==> config.mk <==
export PLATFORM = sky130hd
export DESIGN_NAME = adler32_par_flat
export DESIGN_NICKNAME = d
export VERILOG_FILES = /design/src/rtl/adler32_pkg.sv /design/src/rtl/adler32_if.sv /design/src/rtl/adler32_beat_sum.sv /design/src/rtl/adler32_par.sv /design/src/flat_wrapper.sv
export SDC_FILE = /design/constraint.sdc
export NUM_CORES = 1
export LEC_CHECK = 0
export ABC_AREA = 1
export CORE_MARGIN = 2
export CORE_UTILIZATION = 57
export DETAILED_ROUTE_END_ITERATION = 10
export PLACE_DENSITY = 0.84
export SLEW_MARGIN = 20
export SYNTH_ARGS = -nofsm -noshare
export SYNTH_HDL_FRONTEND = slang
export SYNTH_SLANG_ARGS = --single-unit
==> constraint.sdc <==
create_clock -name clk -period 29.8 [get_ports clk]
set_input_delay 5.96 -clock clk [delete_from_list [all_inputs] [get_ports clk]]
set_output_delay 5.96 -clock clk [all_outputs]
set_load 0.1 [all_outputs]
==> src/rtl/adler32_pkg.sv <==
// rtl/adler32_pkg.sv - Adler-32 constants, FSM state type and modulo-65521 folding helper
package adler32_pkg;

    localparam logic [15:0] ADLER_MOD  = 16'd65521;
    localparam logic [31:0] ADLER_INIT = 32'h0000_0001;

    typedef enum logic [1:0] {
        IDLE,
        BUSY,
        FLUSH,
        DONE
    } state_e;

    // 2^16 = 15 (mod 65521). Three folds bring any 40-bit value to <= 65550,
    // so a single conditional subtract finishes the reduction.
    function automatic logic [15:0] mod65521_fold(input logic [39:0] x);
        logic [39:0] v;
        v = x;
        for (int i = 0; i < 3; i++) begin
            v = {24'd0, v[15:0]} + 40'(v[39:16]) * 40'd15;
        end
        if (v >= 40'(ADLER_MOD)) begin
            v = v - 40'(ADLER_MOD);
        end
        return v[15:0];
    endfunction

endpackage

==> src/rtl/adler32_if.sv <==
// rtl/adler32_if.sv - beat input, seed/start control and checksum result bundle
interface adler32_if #(
    parameter int BYTE_NUM = 4
);
    localparam int DATA_WD = 8 * BYTE_NUM;
    localparam int NUM_WD  = (BYTE_NUM > 1) ? $clog2(BYTE_NUM) : 1;

    logic               start_i;
    logic               seed_en_i;
    logic [31:0]        seed_i;
    logic               val_i;
    logic [DATA_WD-1:0] dat_i;
    logic [NUM_WD-1:0]  num_i;
    logic               lst_i;
    logic               done_o;
    logic               val_o;
    logic [31:0]        dat_o;

    modport master (
        output start_i, seed_en_i, seed_i, val_i, dat_i, num_i, lst_i,
        input  done_o, val_o, dat_o
    );

    modport slave (
        input  start_i, seed_en_i, seed_i, val_i, dat_i, num_i, lst_i,
        output done_o, val_o, dat_o
    );

endinterface

==> src/rtl/adler32_beat_sum.sv <==
// rtl/adler32_beat_sum.sv - masked byte sum and position-weighted sum of one beat
module adler32_beat_sum #(
    parameter int BYTE_NUM = 4,
    parameter int NUM_WD   = 2,
    parameter int N_WD     = 3,
    parameter int SUM_WD   = 10,
    parameter int WSUM_WD  = 14
) (
    input  logic [8*BYTE_NUM-1:0] dat_i,
    input  logic [NUM_WD-1:0]     num_i,
    input  logic                  lst_i,
    output logic [N_WD-1:0]       n_o,
    output logic [SUM_WD-1:0]     sum_o,
    output logic [WSUM_WD-1:0]    wsum_o
);

    int n_int;
    int sum_int;
    int wsum_int;

    // Byte k (k=0 in the top lane) contributes (n-k) times to B, since B adds the running A after every byte.
    always_comb begin
        n_int = lst_i ? int'(num_i) + 1 : BYTE_NUM;
        if (n_int > BYTE_NUM) begin
            n_int = BYTE_NUM;
        end
        sum_int  = 0;
        wsum_int = 0;
        for (int k = 0; k < BYTE_NUM; k++) begin
            if (k < n_int) begin
                sum_int  = sum_int + int'(dat_i[8*(BYTE_NUM-k)-1 -: 8]);
                wsum_int = wsum_int + (n_int - k) * int'(dat_i[8*(BYTE_NUM-k)-1 -: 8]);
            end
        end
        n_o    = N_WD'(n_int);
        sum_o  = SUM_WD'(sum_int);
        wsum_o = WSUM_WD'(wsum_int);
    end

endmodule

==> src/rtl/adler32_par.sv <==
// rtl/adler32_par.sv - multi-byte-per-beat Adler-32 engine with seed load, abort and 2-stage pipe
module adler32_par
    import adler32_pkg::*;
#(
    parameter int          BYTE_NUM = 4,
    parameter logic [31:0] SEED_DEF = ADLER_INIT
) (
    input logic       clk,
    input logic       rst,
    adler32_if.slave  bus
);

    localparam int NUM_WD  = (BYTE_NUM > 1) ? $clog2(BYTE_NUM) : 1;
    localparam int N_WD    = NUM_WD + 1;
    localparam int SUM_WD  = 8 + $clog2(BYTE_NUM);
    localparam int WSUM_WD = 8 + 2 * $clog2(BYTE_NUM + 1);

    state_e               state_q, state_d;
    logic                 accept, emit;
    logic                 s1_vld_q, s2_vld_q;
    logic [N_WD-1:0]      s1_n_q, n_c;
    logic [SUM_WD-1:0]    s1_sum_q, sum_c;
    logic [WSUM_WD-1:0]   s1_wsum_q, wsum_c;
    logic [15:0]          a_q, b_q, a_d, b_d;
    logic [39:0]          a_pre, b_pre;
    logic [31:0]          seed_c, res_q;
    logic                 done_q, val_q;

    adler32_beat_sum #(
        .BYTE_NUM (BYTE_NUM),
        .NUM_WD   (NUM_WD),
        .N_WD     (N_WD),
        .SUM_WD   (SUM_WD),
        .WSUM_WD  (WSUM_WD)
    ) u_beat_sum (
        .dat_i  (bus.dat_i),
        .num_i  (bus.num_i),
        .lst_i  (bus.lst_i),
        .n_o    (n_c),
        .sum_o  (sum_c),
        .wsum_o (wsum_c)
    );

    assign seed_c = bus.seed_en_i ? bus.seed_i : SEED_DEF;

    // B uses the A from before this beat; the S1 weights already account for in-beat growth.
    assign a_pre = 40'(a_q) + 40'(s1_sum_q);
    assign b_pre = 40'(b_q) + 40'(s1_n_q) * 40'(a_q) + 40'(s1_wsum_q);
    assign a_d   = mod65521_fold(a_pre);
    assign b_d   = mod65521_fold(b_pre);

    always_comb begin
        state_d = state_q;
        accept  = 1'b0;
        emit    = 1'b0;
        if (bus.start_i) begin
            accept  = bus.val_i;
            state_d = (bus.val_i && bus.lst_i) ? FLUSH : BUSY;
        end else begin
            case (state_q)
                BUSY: begin
                    accept = bus.val_i;
                    if (bus.val_i && bus.lst_i) begin
                        state_d = FLUSH;
                    end
                end
                FLUSH: begin
                    if (!s1_vld_q && !s2_vld_q) begin
                        state_d = DONE;
                        emit    = 1'b1;
                    end
                end
                default: state_d = state_q;
            endcase
        end
    end

    always_ff @(posedge clk) begin
        if (rst) begin
            state_q   <= IDLE;
            s1_vld_q  <= 1'b0;
            s2_vld_q  <= 1'b0;
            s1_n_q    <= '0;
            s1_sum_q  <= '0;
            s1_wsum_q <= '0;
            a_q       <= 16'd1;
            b_q       <= 16'd0;
            done_q    <= 1'b0;
            val_q     <= 1'b0;
            res_q     <= '0;
        end else begin
            state_q  <= state_d;
            s1_vld_q <= accept;
            val_q    <= emit;
            if (accept) begin
                s1_n_q    <= n_c;
                s1_sum_q  <= sum_c;
                s1_wsum_q <= wsum_c;
            end
            // start drops whatever sits in S1 and reseeds; a beat accepted with start lands on the seed.
            if (bus.start_i) begin
                a_q      <= seed_c[15:0];
                b_q      <= seed_c[31:16];
                s2_vld_q <= 1'b0;
                done_q   <= 1'b0;
            end else begin
                s2_vld_q <= s1_vld_q;
                if (s1_vld_q) begin
                    a_q <= a_d;
                    b_q <= b_d;
                end
                if (emit) begin
                    done_q <= 1'b1;
                    res_q  <= {b_q, a_q};
                end
            end
        end
    end

    assign bus.done_o = done_q;
    assign bus.val_o  = val_q;
    assign bus.dat_o  = res_q;

endmodule

==> src/flat_wrapper.sv <==
// flat-port wrapper written by rule: the top's interface ports become plain ports
module adler32_par_flat import adler32_pkg::*;
#(
    parameter int          BYTE_NUM = 4,
    parameter logic [31:0] SEED_DEF = ADLER_INIT
)
  (clk, rst, bus_start_i, bus_seed_en_i, bus_seed_i, bus_val_i, bus_dat_i, bus_num_i, bus_lst_i, bus_done_o, bus_val_o, bus_dat_o);
  adler32_if #(.BYTE_NUM(BYTE_NUM)) bus_i ();
  input logic clk;
  input logic rst;
  input wire logic [$bits(bus_i.start_i)-1:0] bus_start_i;
  input wire logic [$bits(bus_i.seed_en_i)-1:0] bus_seed_en_i;
  input wire logic [$bits(bus_i.seed_i)-1:0] bus_seed_i;
  input wire logic [$bits(bus_i.val_i)-1:0] bus_val_i;
  input wire logic [$bits(bus_i.dat_i)-1:0] bus_dat_i;
  input wire logic [$bits(bus_i.num_i)-1:0] bus_num_i;
  input wire logic [$bits(bus_i.lst_i)-1:0] bus_lst_i;
  output wire logic [$bits(bus_i.done_o)-1:0] bus_done_o;
  output wire logic [$bits(bus_i.val_o)-1:0] bus_val_o;
  output wire logic [$bits(bus_i.dat_o)-1:0] bus_dat_o;
  assign bus_i.start_i = bus_start_i;
  assign bus_i.seed_en_i = bus_seed_en_i;
  assign bus_i.seed_i = bus_seed_i;
  assign bus_i.val_i = bus_val_i;
  assign bus_i.dat_i = bus_dat_i;
  assign bus_i.num_i = bus_num_i;
  assign bus_i.lst_i = bus_lst_i;
  assign bus_done_o = bus_i.done_o;
  assign bus_val_o = bus_i.val_o;
  assign bus_dat_o = bus_i.dat_o;
  adler32_par #(.BYTE_NUM(BYTE_NUM), .SEED_DEF(SEED_DEF)) u_core (.clk(clk), .rst(rst), .bus(bus_i));
endmodule
==> flow_summary.yaml <==
critical_path:
  worstSetupStartpointType: "input pin"
  crit_path_frequent_cell: "inv_1"
  cp_top_family: "adder cells"
  worstSetupPathType: "in2reg"
  critPathCaptureType: "register"
  crit_arrival_ns: 17.35
  slowest_delay_ns: 0.67
  worstPathRequired_ns: 30.07
  path_buf_inv: 12
  cp_max_fo: 17
  cpMaxStageDelayCell: "clkdlybuf4s50_1"
clocking:
  numCtsBuffers: 9
  cts_sinks: 97
  cts_root_buf: "clkbuf_16"
  clock_latency_ns: 0.36
  cts_resized: 0
  h-tree-depth: 3
  ctsHoldBuffers: 0
  clk_pin_slew_worst_paths_ns: 0.07
  cts_buffer_depth: 2
  post_cts_buffers: 0
  cts_tree: "yes"
timing:
  maxSlewHeadroom_pct: 31.68
  skew_ns: 0.009061
  hold_violations: 0
  drv_slew: 0
  rsz0062_at_grt: "false"
  clock.fmax_mhz: 58.53
  min_period_ns: 17.09
  setup_viol_count_final: 0
  hold_slack_ns: 0.4661
  worst_pin_slew_ns: 1.022
  fin_crit_sh_pct: 57.33
  fin_ws_ns: 12.71
  final.setup.tns_ns: 0
layout:
  multi_input_area_um2: 15530
  instances_no_fill: 3626
  antenna_cells: 0
  drive_gt1_share_pct: 4.392
  regArea_um2: 1942
  fillers: 3216
  fin_util_pct: 62.70
  stdcell_area_um2: 22190
  area_growth_pct: 8.929
  nNetsFinal: 3686
global_route:
  grtUsageMet2_pct: 51.30
  grt-ovfl-total: 0
  grtUsageMet3_pct: 3.529
  antenna_found_initial: 1
  grtUsageMet1_pct: 36.55
  grt_pass1_vias: 18811
  busiest_layer: "met2"
  grt_pass1_wl_um: 87890
  track_usage_pct: 29.10
  grt_max_degree: 72
logic_synthesis:
  synth_area_um2: 20370
  synthArstFlopShare_pct: 0
  syn_area_per_cell_um2: 6.602
  synth_edf_count: 0
  syn_inst: 3086
  ys.flop_type: "dfxtp_1"
  ys_seq_elements: 97
  yosysSeqAreaShare_pct: 9.531
  ys_types: 54
  yosysWarningCount: 0
drt:
  drc: 0
  routed_wl_um: 53310
  wl_per_cell_um: 14.70
  drtAntennaViolNets: 0
  first_pass_iters: 7
  vias: 19302
  vias_per_cell: 5.323
  detail_route.iter0.violations: 1202
floorplan:
  coreArea_um2: 35400
  die_w_um: 193.1
  io_pins: 106
  rows: 69
  dieArea_um2: 37270
  die_y_um: 193.1
  start_util_pct: 57.56
run:
  cap_violations: 0
power:
  totalPowerFinal_mw: 2.142
  power_density_nw_per_um2: 96.52
  leakagePower_nw: 12.41
  ir_drop_mv: 0.1799
min_path:
  hold_path.class: "reg2reg"
placement:
  io_buffers: 105
  dp_hpwl_um: 45010
  gp_congestion: 0.9498
  dp_slack_ns: 12.49
  dp_cells: 3610
  place_area_um2: 21890
outcome:
  status: "finished, final reports clean"
layout by cell type (no fill, tap or decap), types with 8 or more instances in the layout:
| cell type | n |
|---|---|
| a21oi_1 | 151 |
| a31oi_1 | 31 |
| buf_4 | 15 |
| clkbuf_16 | 9 |
| clkdlybuf4s50_1 | 105 |
| dfxtp_1 | 97 |
| fa_1 | 190 |
| ha_1 | 264 |
| inv_1 | 684 |
| inv_2 | 22 |
| nand2_1 | 708 |
| nand2_2 | 27 |
| nand3_1 | 131 |
| nand4_1 | 35 |
| nor2_1 | 287 |
| nor2_2 | 18 |
| nor3_1 | 18 |
| o21ai_0 | 146 |
| o21ai_1 | 14 |
| o21bai_1 | 8 |
| or2_2 | 12 |
| xnor2_1 | 52 |
| xor2_1 | 48 |
cell families (layout without fill, tap and decap cells):
logic type               Yosys count  after routing  share of synthesized area [%]
XOR/XNOR                         105            105                          4.698
other                              1              5                        0.01841
adder cells (fa/ha/maj)          454            454                          34.88
flip-flops                        97             97                          9.531
AND/OR/NAND/NOR                 1270           1270                          26.30
AO/OA/AOI/OAI                    386            386                          10.27
buffers and inverters            773            848                          14.31
worst min-delay path, stage by stage, from the launching register on:
cell	delay, ns
dfxtp_1	0.34
inv_1	0.06
nor2_1	0.04
layout make-up:
class                   count  share of cell area, %
clock buffers               9                  1.015
clock inverters             7                 0.3664
inverters                 712                  12.04
multi-input cells        2220                  69.99
flip-flops and latches     97                  8.750
well taps                 461                  2.599
repair buffers            120                  5.243
state kept, by name, indices dropped and copies added, names as in the netlist:
name	count
u_core.s1_wsum_q	14
u_core.s1_sum_q	10
u_core.s1_n_q	3
u_core.s1_vld_q	1
u_core.s2_vld_q	1
u_core.state_q	2
u_core.bus.dat_o	32
u_core.bus.val_o	1
u_core.b_q	16
u_core.bus.done_o	1
u_core.a_q	16
cells in the mapped netlist, drive strengths merged, types with 4 or more instances:
master	number	area, um2
xor2	52	485.5
nand4	36	231.5
nor3	21	126.4
nor2	308	1224
nand3	135	695.7
dfxtp	97	1942
buf	8	43.79
a21oi	156	799.5
or2	15	93.84
a31oi	31	193.9
clkbuf	53	198.9
inv	706	2650
a22oi	5	37.54
a21o	5	37.54
o31ai	4	30.03
nand2	740	2883
and2	4	25.02
clkinv	6	22.52
nand3b	7	52.55
fa	190	3804
o21bai	8	60.06
xnor2	53	471.7
o22ai	5	31.28
o21ai	162	818.3
ha	264	3303
metal layers:
metal | wire, um | vias up
li1 | - | 9649
met1 | 22500 | 8896
met2 | 25470 | 635
met3 | 3479 | 120
met4 | 1848 | 2
met5 | 13 | -
where the power goes:
part	switching [mW]	internal, mW
sequential	0.0181	0.146
combinational	1.15	0.705
clock	0.0604	0.0602
total	1.23	0.912
path summary, 6_finish.rpt:
| kind | startpoint | slack [ns] | cells after the start | endpoint |
|---|---|---|---|---|
| hold / removal | u_core.s1_vld_q$_SDFF_PP0_ | 0.47 | 2 | u_core.s2_vld_q$_SDFF_PP0_ |
| setup reg to reg | u_core.s1_n_q[2]$_SDFFE_PP0P_ | 15.88 | 77 | u_core.b_q[12]$_SDFFE_PP0P_ |
| hold reg to reg | u_core.s1_vld_q$_SDFF_PP0_ | 0.47 | 2 | u_core.s2_vld_q$_SDFF_PP0_ |
| setup / recovery | bus_lst_i | 12.71 | 47 | u_core.s1_wsum_q[13]$_SDFFE_PP0P_ |
Power figures use the tool's default switching activity.
